**src/rtl/ring_pkg.sv**
```systemverilog
// Shared types for the ring-code monitor: FSM state encoding and rotation direction.
package ring_pkg;

    typedef enum logic [1:0] {
        ST_HUNT   = 2'd0,
        ST_SYNC   = 2'd1,
        ST_LOCKED = 2'd2,
        ST_FAULT  = 2'd3
    } ring_state_e;

    // The ring advances bit i -> bit i+1 (mod N).
    localparam bit ROT_LEFT = 1'b1;

endpackage

```
**src/rtl/onehot_decode.sv**
```systemverilog
// Combinational one-hot to binary decoder with a legality flag (exactly one bit set).
module onehot_decode #(
    parameter  int N  = 4,
    localparam int IW = $clog2(N)
) (
    input  logic [N-1:0]  i_code,
    output logic [IW-1:0] o_idx,
    output logic          o_legal
);

    always_comb begin
        o_idx = '0;
        for (int i = 0; i < N; i++) begin
            if (i_code[i]) begin
                o_idx = o_idx | IW'(i);
            end
        end
        o_legal = (i_code != '0) && ((i_code & (i_code - N'(1))) == '0);
    end

endmodule

```
**src/rtl/ring_code_monitor.sv**
```systemverilog
// One-hot ring bus integrity monitor: HUNT for a legal code, SYNC on good steps, LOCKED counts rotations, FAULT is sticky.
// Define RING_MON_AUTORECOVER_EN to let a legal sample pull FAULT back into SYNC while err stays set until err_clr.
module ring_code_monitor
    import ring_pkg::*;
#(
    parameter  int N        = 4,
    parameter  int LOCK_CNT = 2,
    parameter  int CNT_W    = 8,
    localparam int IW       = $clog2(N)
) (
    input  logic             clk,
    input  logic             rst,
    input  logic             in_valid,
    input  logic [N-1:0]     ring_in,
    input  logic             err_clr,
    output logic [IW-1:0]    idx,
    output logic             idx_valid,
    output logic             locked,
    output logic             err,
    output logic [CNT_W-1:0] rot_count
);

    localparam int GW = $clog2(LOCK_CNT + 1);

    ring_state_e      r_state, w_state_nx;
    logic [IW-1:0]    r_ref, w_ref_nx;
    logic [GW-1:0]    r_gc, w_gc_nx;
    logic [IW-1:0]    r_idx, w_idx_nx;
    logic             r_iv, w_iv_nx;
    logic             r_err, w_err_nx;
    logic [CNT_W-1:0] r_rot, w_rot_nx;

    logic [IW-1:0]    w_dec;
    logic             w_legal;
    logic [IW-1:0]    w_exp;
    logic             w_wrap;
    logic             w_take;
    logic             w_step_ok;

    onehot_decode #(.N(N)) u_dec (
        .i_code  (ring_in),
        .o_idx   (w_dec),
        .o_legal (w_legal)
    );

    always_comb begin
        if (ROT_LEFT) begin
            w_wrap = (r_ref == IW'(N - 1));
            w_exp  = w_wrap ? '0 : r_ref + IW'(1);
        end else begin
            w_wrap = (r_ref == '0);
            w_exp  = w_wrap ? IW'(N - 1) : r_ref - IW'(1);
        end
    end

    assign w_take    = in_valid && w_legal;
    assign w_step_ok = w_take && (w_dec == w_exp);

    always_comb begin
        w_state_nx = r_state;
        w_ref_nx   = r_ref;
        w_gc_nx    = r_gc;
        w_idx_nx   = r_idx;
        w_iv_nx    = 1'b0;
        w_err_nx   = r_err;
        w_rot_nx   = r_rot;

`ifdef RING_MON_AUTORECOVER_EN
        if (err_clr) begin
            w_err_nx = 1'b0;
        end
`endif

        if (r_state != ST_FAULT && w_take) begin
            w_idx_nx = w_dec;
            w_iv_nx  = 1'b1;
        end

        case (r_state)
            ST_HUNT: begin
                if (w_take) begin
                    w_ref_nx   = w_dec;
                    w_gc_nx    = '0;
                    w_state_nx = ST_SYNC;
                end
            end
            ST_SYNC: begin
                if (in_valid) begin
                    if (!w_legal) begin
                        w_state_nx = ST_HUNT;
                    end else if (w_step_ok) begin
                        w_ref_nx = w_dec;
                        w_gc_nx  = r_gc + GW'(1);
                        if (r_gc == GW'(LOCK_CNT - 1)) begin
                            w_state_nx = ST_LOCKED;
                        end
                    end else begin
                        w_ref_nx = w_dec;
                        w_gc_nx  = '0;
                    end
                end
            end
            ST_LOCKED: begin
                if (in_valid) begin
                    if (w_step_ok) begin
                        w_ref_nx = w_dec;
                        if (w_wrap) begin
                            w_rot_nx = r_rot + CNT_W'(1);
                        end
                    end else begin
                        w_state_nx = ST_FAULT;
                        w_err_nx   = 1'b1;
                    end
                end
            end
            ST_FAULT: begin
                // The clear takes priority; any sample arriving with it is dropped.
                if (err_clr) begin
                    w_err_nx   = 1'b0;
                    w_state_nx = ST_HUNT;
                end
`ifdef RING_MON_AUTORECOVER_EN
                else if (w_take) begin
                    w_ref_nx   = w_dec;
                    w_gc_nx    = '0;
                    w_idx_nx   = w_dec;
                    w_iv_nx    = 1'b1;
                    w_state_nx = ST_SYNC;
                end
`endif
            end
            default: w_state_nx = ST_HUNT;
        endcase
    end

    always_ff @(posedge clk) begin
        if (!rst) begin
            r_state <= ST_HUNT;
            r_ref   <= '0;
            r_gc    <= '0;
            r_idx   <= '0;
            r_iv    <= 1'b0;
            r_err   <= 1'b0;
            r_rot   <= '0;
        end else begin
            r_state <= w_state_nx;
            r_ref   <= w_ref_nx;
            r_gc    <= w_gc_nx;
            r_idx   <= w_idx_nx;
            r_iv    <= w_iv_nx;
            r_err   <= w_err_nx;
            r_rot   <= w_rot_nx;
        end
    end

    assign idx       = r_idx;
    assign idx_valid = r_iv;
    assign locked    = (r_state == ST_LOCKED);
    assign err       = r_err;
    assign rot_count = r_rot;

endmodule

```
**config.mk**
```make
export PLATFORM = sky130hd
export DESIGN_NAME = ring_code_monitor
export DESIGN_NICKNAME = d
export VERILOG_FILES = /design/src/rtl/ring_pkg.sv /design/src/rtl/onehot_decode.sv /design/src/rtl/ring_code_monitor.sv
export SDC_FILE = /design/constraint.sdc
export NUM_CORES = 1
export LEC_CHECK = 0
export CAP_MARGIN = 20
export CORE_MARGIN = 10
export CORE_UTILIZATION = 46
export CTS_BUF_LIST = sky130_fd_sc_hd__clkbuf_4 sky130_fd_sc_hd__clkbuf_8 sky130_fd_sc_hd__clkbuf_16
export DETAILED_ROUTE_END_ITERATION = 16
export GPL_ROUTABILITY_DRIVEN = 0
export GPL_TIMING_DRIVEN = 0
export PLACE_DENSITY = 0.7
export SYNTH_ARGS = -nofsm -noshare
export SYNTH_HDL_FRONTEND = slang
export SYNTH_SLANG_ARGS = --single-unit
```
**constraint.sdc**
```tcl
create_clock -name clk -period 3.82 [get_ports clk]
set_clock_uncertainty 0.1 [all_clocks]
set_input_delay 0.764 -clock clk [delete_from_list [all_inputs] [get_ports clk]]
set_output_delay 0.764 -clock clk [all_outputs]
set_load 0.02 [all_outputs]
```
# == Yosys cells after proc, flatten, opt, wreduce, memory -nomap -nowiden ==
# Index checks and enable logic that the tools add are counted.
# op_classes
addsub,4
n_eq_ne,16
n_mux,29
bitwise_logic,1
reduce_logical,15
# ops
cell,n
two-way mux 2 bit,20
inequality test 2 bit (second input constant),7
AND reduction 4 bit,3
adder 8 x 1 -> 8 bit (second input constant),1
one-hot mux 2 bit (4 select lines),1
AND reduction 7 bit,1
equality test 2 bit (second input constant),3
inequality test 3 bit (second input constant),2
one-hot mux 2 bit (3 select lines),1
AND reduction 6 bit,1
two-way mux 1 bit,5
adder 2 x 1 -> 2 bit (second input constant),2
AND 4 bit,1
equality test 2 x 1 -> 1 bit (second input constant),2
logical AND 1 bit,4
logical NOT 4 bit,1
one-hot mux 2 bit (2 select lines),1
nonzero test 2 bit,2
nonzero test 4 bit,1
subtractor 4 x 1 -> 4 bit (second input constant),1
nonzero test 3 bit,1
equality test 2 bit,1
logical NOT 2 bit,1
inequality test 2 x 1 -> 1 bit (second input constant),1
one-hot mux 1 bit (2 select lines),1
# totals
regBits,18
in_bits,8
output_inout_bits,13
wordCells,72

# == Depth between registers and ports, before layout ==
# Gate-level depths: netlist of the first run.
# logic_depth
word_depth,10
mapped_depth,7
ltp_nobuf,6

# == Cells and area by module ==
# Synthesis of the first run repeated with hierarchy kept, for this count alone.
# unflattened
cells_unflattened,105
hier_area_um2,937.1
# by_module_without_submodules
mod,instances,cells_each,area_each_um2
ring_code_monitor,1,99,887.1
onehot_decode,1,6,50.0

# == Least setup slack after synthesis of the first run ==
# Ideal clock, no wire load.
# synth_path
path_kind,input to register
start,input ring_in[3]
end,register r_rot[2] (netlist: rot_count[2])
setup_ns,0.070
t_arrival_ns,2.554
required_ns,3.650
slack_ns,1.096
cell_stages,7
path_cell_list,buf_6 > or2_4 > or3_4 > a221o_1 > buf_6 > or4_1 > a21oi_1
# synth_via
elab_chain_cells,7
word_cells_on_any_way,10
classes_between,1 x add/sub; 1 x eq/ne; 1 x mux; 1 x bitwise; 6 x reduce/logical
# synth_lines
element,line_no,source
start: declaration,ring_code_monitor.sv:14,"input logic [N-1:0] ring_in,"
subtractor 4 x 1 -> 4 bit,onehot_decode.sv:18,o_legal = (i_code != '0) && ((i_code & (i_code - N'(1))) == '0);
AND 4 bit,onehot_decode.sv:18,
logical NOT 4 bit,onehot_decode.sv:18,
logical AND 1 bit,onehot_decode.sv:18,
logical AND 1 bit,ring_code_monitor.sv:56,assign w_take = in_valid && w_legal;
logical AND 1 bit *,ring_code_monitor.sv:57,assign w_step_ok = w_take && (w_dec == w_exp);
AND reduction 4 bit (no line) *,-,
end signal: assignment,ring_code_monitor.sv:152,r_rot <= w_rot_nx;
end: declaration,ring_code_monitor.sv:31,"logic [CNT_W-1:0] r_rot, w_rot_nx;"
# Every way passes the cells marked *; elsewhere a longest branch is shown, timed or not.
# A chain may end at the register's enable or synchronous reset.

# == Worst setup path in the final report of the first run ==
# layout_path
start,input ring_in[2]
end,register r_rot[2] (netlist: rot_count[2])
# Same word-level chain as after synthesis.

==> flow_summary.json, run 1 <==
{
  "syn_nets": 141,
  "yosys_warnings": 0,
  "worst_setup_path_start_kind": "primary input",
  "drv_slew": 0,
  "fin_tns_setup_ns": 0,
  "grt_pass1_wl_um": 4250,
  "n_antenna_cell": 0,
  "fin_crit_sh_pct": 78.1,
  "yosysTopAreaCell": "dfxtp_1",
  "core_um2": 2230,
  "fin_hold_ws_ns": 0.370,
  "rows": 17,
  "finalSetupViolations": 0,
  "clk_pin_slew_ns": 0.11,
  "dr.pass1.iters": 4,
  "num-fill-cells": 222,
  "drt_wl_total_um": 2580,
  "die_x_um": 68.9,
  "fmax_mhz": 335,
  "synthXorXnorAreaFrac_pct": 1.59,
  "synthSimpleGateAreaFrac_pct": 24.8,
  "cp_data_required_time_ns": 3.95,
  "grt_pass1_vias": 945,
  "detail-route-antenna-nets": 0,
  "wl_met3_um": 136,
  "die_area_um2": 4740,
  "avgRoutedWirePerCell_um": 14.5,
  "multiInputGateArea_um2": 632,
  "postSynthCellCount": 130,
  "synth_top_family_by_area": "simple AND/OR/NAND/NOR gates",
  "final_nets": 162,
  "path_cells": "clkdlybuf4s50_1, or2_4, or3_4, a221o_1, buf_6, or4_1, a21oi_1",
  "ys_seq_elements": 18,
  "yosys.area.top_type_share_pct": 32.8,
  "pin_count": 21,
  "synth_edf_count": 0,
  "die_y_um": 68.9,
  "synth_fa_ha_area_share_pct": 3.42,
  "dr.max_layer_used": "met4",
  "regArea_um2": 360,
  "synth-compound-area-share_pct": 24.0,
  "powerDensity_nw_per_um2": 299,
  "worstSetupEndpointType": "register",
  "cts_root_buf": "clkbuf_4",
  "wl_met1_um": 1190,
  "synth_mux_area_share_pct": 3.64,
  "synth.most_common_cell": "dfxtp_1",
  "areaGrowthSynthToFinish_pct": 21.1,
  "vdd.ir_drop.worst_mv": 0.174,
  "first_iter_violations": 31,
  "drive_above_1_share_pct": 8.00,
  "cts_buffer_depth": 2,
  "cts_sinks": 18,
  "synth_common_cells": "dfxtp_1 (18), nand2_1 (16), a21oi_1 (11), o21ai_0 (7), o31ai_1 (7)",
  "status": "completed",
  "post_cts_resize_count": 0,
  "finalHoldViolCount": 0,
  "cts_tree": "built",
  "crit_buf_inv": 2,
  "cts_setup_buffers": 0,
  "clk_latency_ns": 0.29,
  "syn_area_um2": 1100,
  "dp_hpwl_um": 2010,
  "holdCritPathClass": "reg -> reg",
  "worst_pin_slew_ns": 0.469,
  "cts_buffers": 3,
  "initial_core_util_pct": 49.2,
  "htree_num_levels": 1,
  "final_util_pct": 59.6,
  "overflow": 0,
  "ys_seq_area_share_pct": 32.8,
  "leakage_nw": 0.494,
  "drc_errors": 0,
  "layout_min_cycle_time_ns": 2.98,
  "port_buffers": 16,
  "critical_path_class": "in -> reg",
  "cp.arrival_ns": 3.11,
  "synthArstFlopShare_pct": 0,
  "grt_use_total_pct": 11.4,
  "antenna_found_initial": 0,
  "via_per_inst": 5.76,
  "place_area_um2": 1290,
  "yosys-top-cells-area": "dfxtp_1 (33%), nand2_1 (5.5%), a21oi_1 (5.0%)",
  "max_cap_viol_count": 0,
  "max-slew-margin-rel_pct": 68.7,
  "grt_setup_unrepaired": "no",
  "postSynthAreaPerCell_um2": 8.45,
  "wl_met2_um": 1230,
  "synthDistinctLibCells": 41,
  "postCtsHoldBufs": 0,
  "critical-path-top-delay-family": "simple AND/OR/NAND/NOR gates",
  "cp_max_fo": 10,
  "slowest_stage": "clkdlybuf4s50_1",
  "grt_max_degree": 11,
  "worst_path_largest_cell_delay_ns": 0.52,
  "synth_ff_type": "dfxtp_1",
  "fin_area_um2": 1330,
  "routed-via-count": 1026,
  "power_mw": 0.398
}
## worst min-delay path, stage by stage (launching register included)
cell     delay (ns)
dfxtp_1        0.33
nand2_1        0.05
a21oi_1        0.05
## through the flow
step                      std cells  worst slack [ns]
after floorplan                 130              1.10
after global placement          174             0.582
after detailed placement        174             0.534
after CTS                       178             0.854
after global routing            178             0.778
final                           178             0.838
## where the power goes
part	internal, mW	switching, mW
clock network	0.0580	0.0614
logic	0.0357	0.0440
registers	0.194	0.00525
## flip-flops by register name, indices dropped and copies added (netlist names), named ones only
name	cells
err	1
idx	2
idx_valid	1
r_gc	2
r_ref	2
r_state	1
rot_count	8
## area by class of cell
| type | count | share of cell area, % |
|---|---|---|
| well taps | 28 | 2.63 |
| multi-input cells | 98 | 47.5 |
| clock buffers | 4 | 2.73 |
| inverters | 6 | 1.69 |
| repair buffers | 16 | 12.0 |
| plain buffers | 8 | 6.30 |
| flip-flops and latches | 18 | 27.1 |
## cell usage in the layout (no fill, tap or decap), types with 2 or more instances in the layout
| cell | count |
|---|---|
| clkbuf_8 | 2 |
| a21oi_1 | 11 |
| or4_1 | 6 |
| nand4_1 | 2 |
| nor2_1 | 6 |
| clkdlybuf4s50_1 | 16 |
| mux2i_1 | 4 |
| o21ai_0 | 7 |
| ha_1 | 3 |
| dfxtp_1 | 18 |
| inv_1 | 5 |
| nand3_1 | 3 |
| nand4b_1 | 2 |
| o31ai_1 | 7 |
| clkbuf_1 | 4 |
| and2_1 | 2 |
| o211a_1 | 2 |
| nand2_1 | 16 |
| nor2b_1 | 2 |
| a31oi_1 | 3 |
| buf_6 | 2 |
| clkbuf_4 | 3 |
| nor3_1 | 4 |
## routing by layer
layer  up-vias  GRT usage [%]
met5         -              0
met4         0           3.69
met3         4           2.90
met2        25           19.3
met1       467           13.6
li1        530              -
## worst paths after layout
kind | from | end | slack, ns | cells after the start
worst min-delay path | r_gc[1] | r_gc[1] | 0.37 | 2
worst max register to register | r_ref[0] | rot_count[2] | 1.28 | 7
worst min register to register | r_gc[1] | r_gc[1] | 0.37 | 2
worst max-delay path | ring_in[2] | rot_count[2] | 0.84 | 7
## cells by family (layout without fill, tap and decap cells)
| family | after synthesis | after routing |
|---|---|---|
| buf+inv | 14 | 34 |
| compound gates | 39 | 39 |
| xor+xnor | 2 | 2 |
| mux | 4 | 4 |
| simple gates | 50 | 50 |
| flops | 18 | 18 |
| fa+ha+maj | 3 | 3 |
Note: power is estimated with default switching activity, not from simulation.
==> run 2, diff against run 1 <==
==> constraint.sdc (replaced) <==
create_clock -name clk -period 3.06 [get_ports clk]
set_clock_uncertainty 0.1 [all_clocks]
set_input_delay 0.612 -clock clk [delete_from_list [all_inputs] [get_ports clk]]
set_output_delay 0.612 -clock clk [all_outputs]
set_load 0.02 [all_outputs]
==> results of run 2 <==
Same layout as run 1 (identical final DEF). Status: completed.
Among the figures that moved: setup slack after placement 0.534 ns -> -0.0744 ns; setup slack after layout 0.838 ns -> 0.230 ns; register-to-register setup slack 1.28 ns -> 0.52 ns; total power 0.398 mW -> 0.497 mW; worst IR drop on VDD 0.174 mV -> 0.218 mV
==> run 3, diff against run 2 <==
--- a/config.mk
+++ b/config.mk
@@ -13,6 +13,7 @@
 export GPL_ROUTABILITY_DRIVEN = 0
 export GPL_TIMING_DRIVEN = 0
 export PLACE_DENSITY = 0.7
+export SLEW_MARGIN = 20
 export SYNTH_ARGS = -nofsm -noshare
 export SYNTH_HDL_FRONTEND = slang
 export SYNTH_SLANG_ARGS = --single-unit
==> results of run 3 <==
Same layout as run 1 (identical final DEF). Status: completed.
Among the figures that moved: setup slack after placement 0.534 ns -> -0.0744 ns; setup slack after layout 0.838 ns -> 0.230 ns; register-to-register setup slack 1.28 ns -> 0.52 ns; total power 0.398 mW -> 0.497 mW; worst IR drop on VDD 0.174 mV -> 0.218 mV
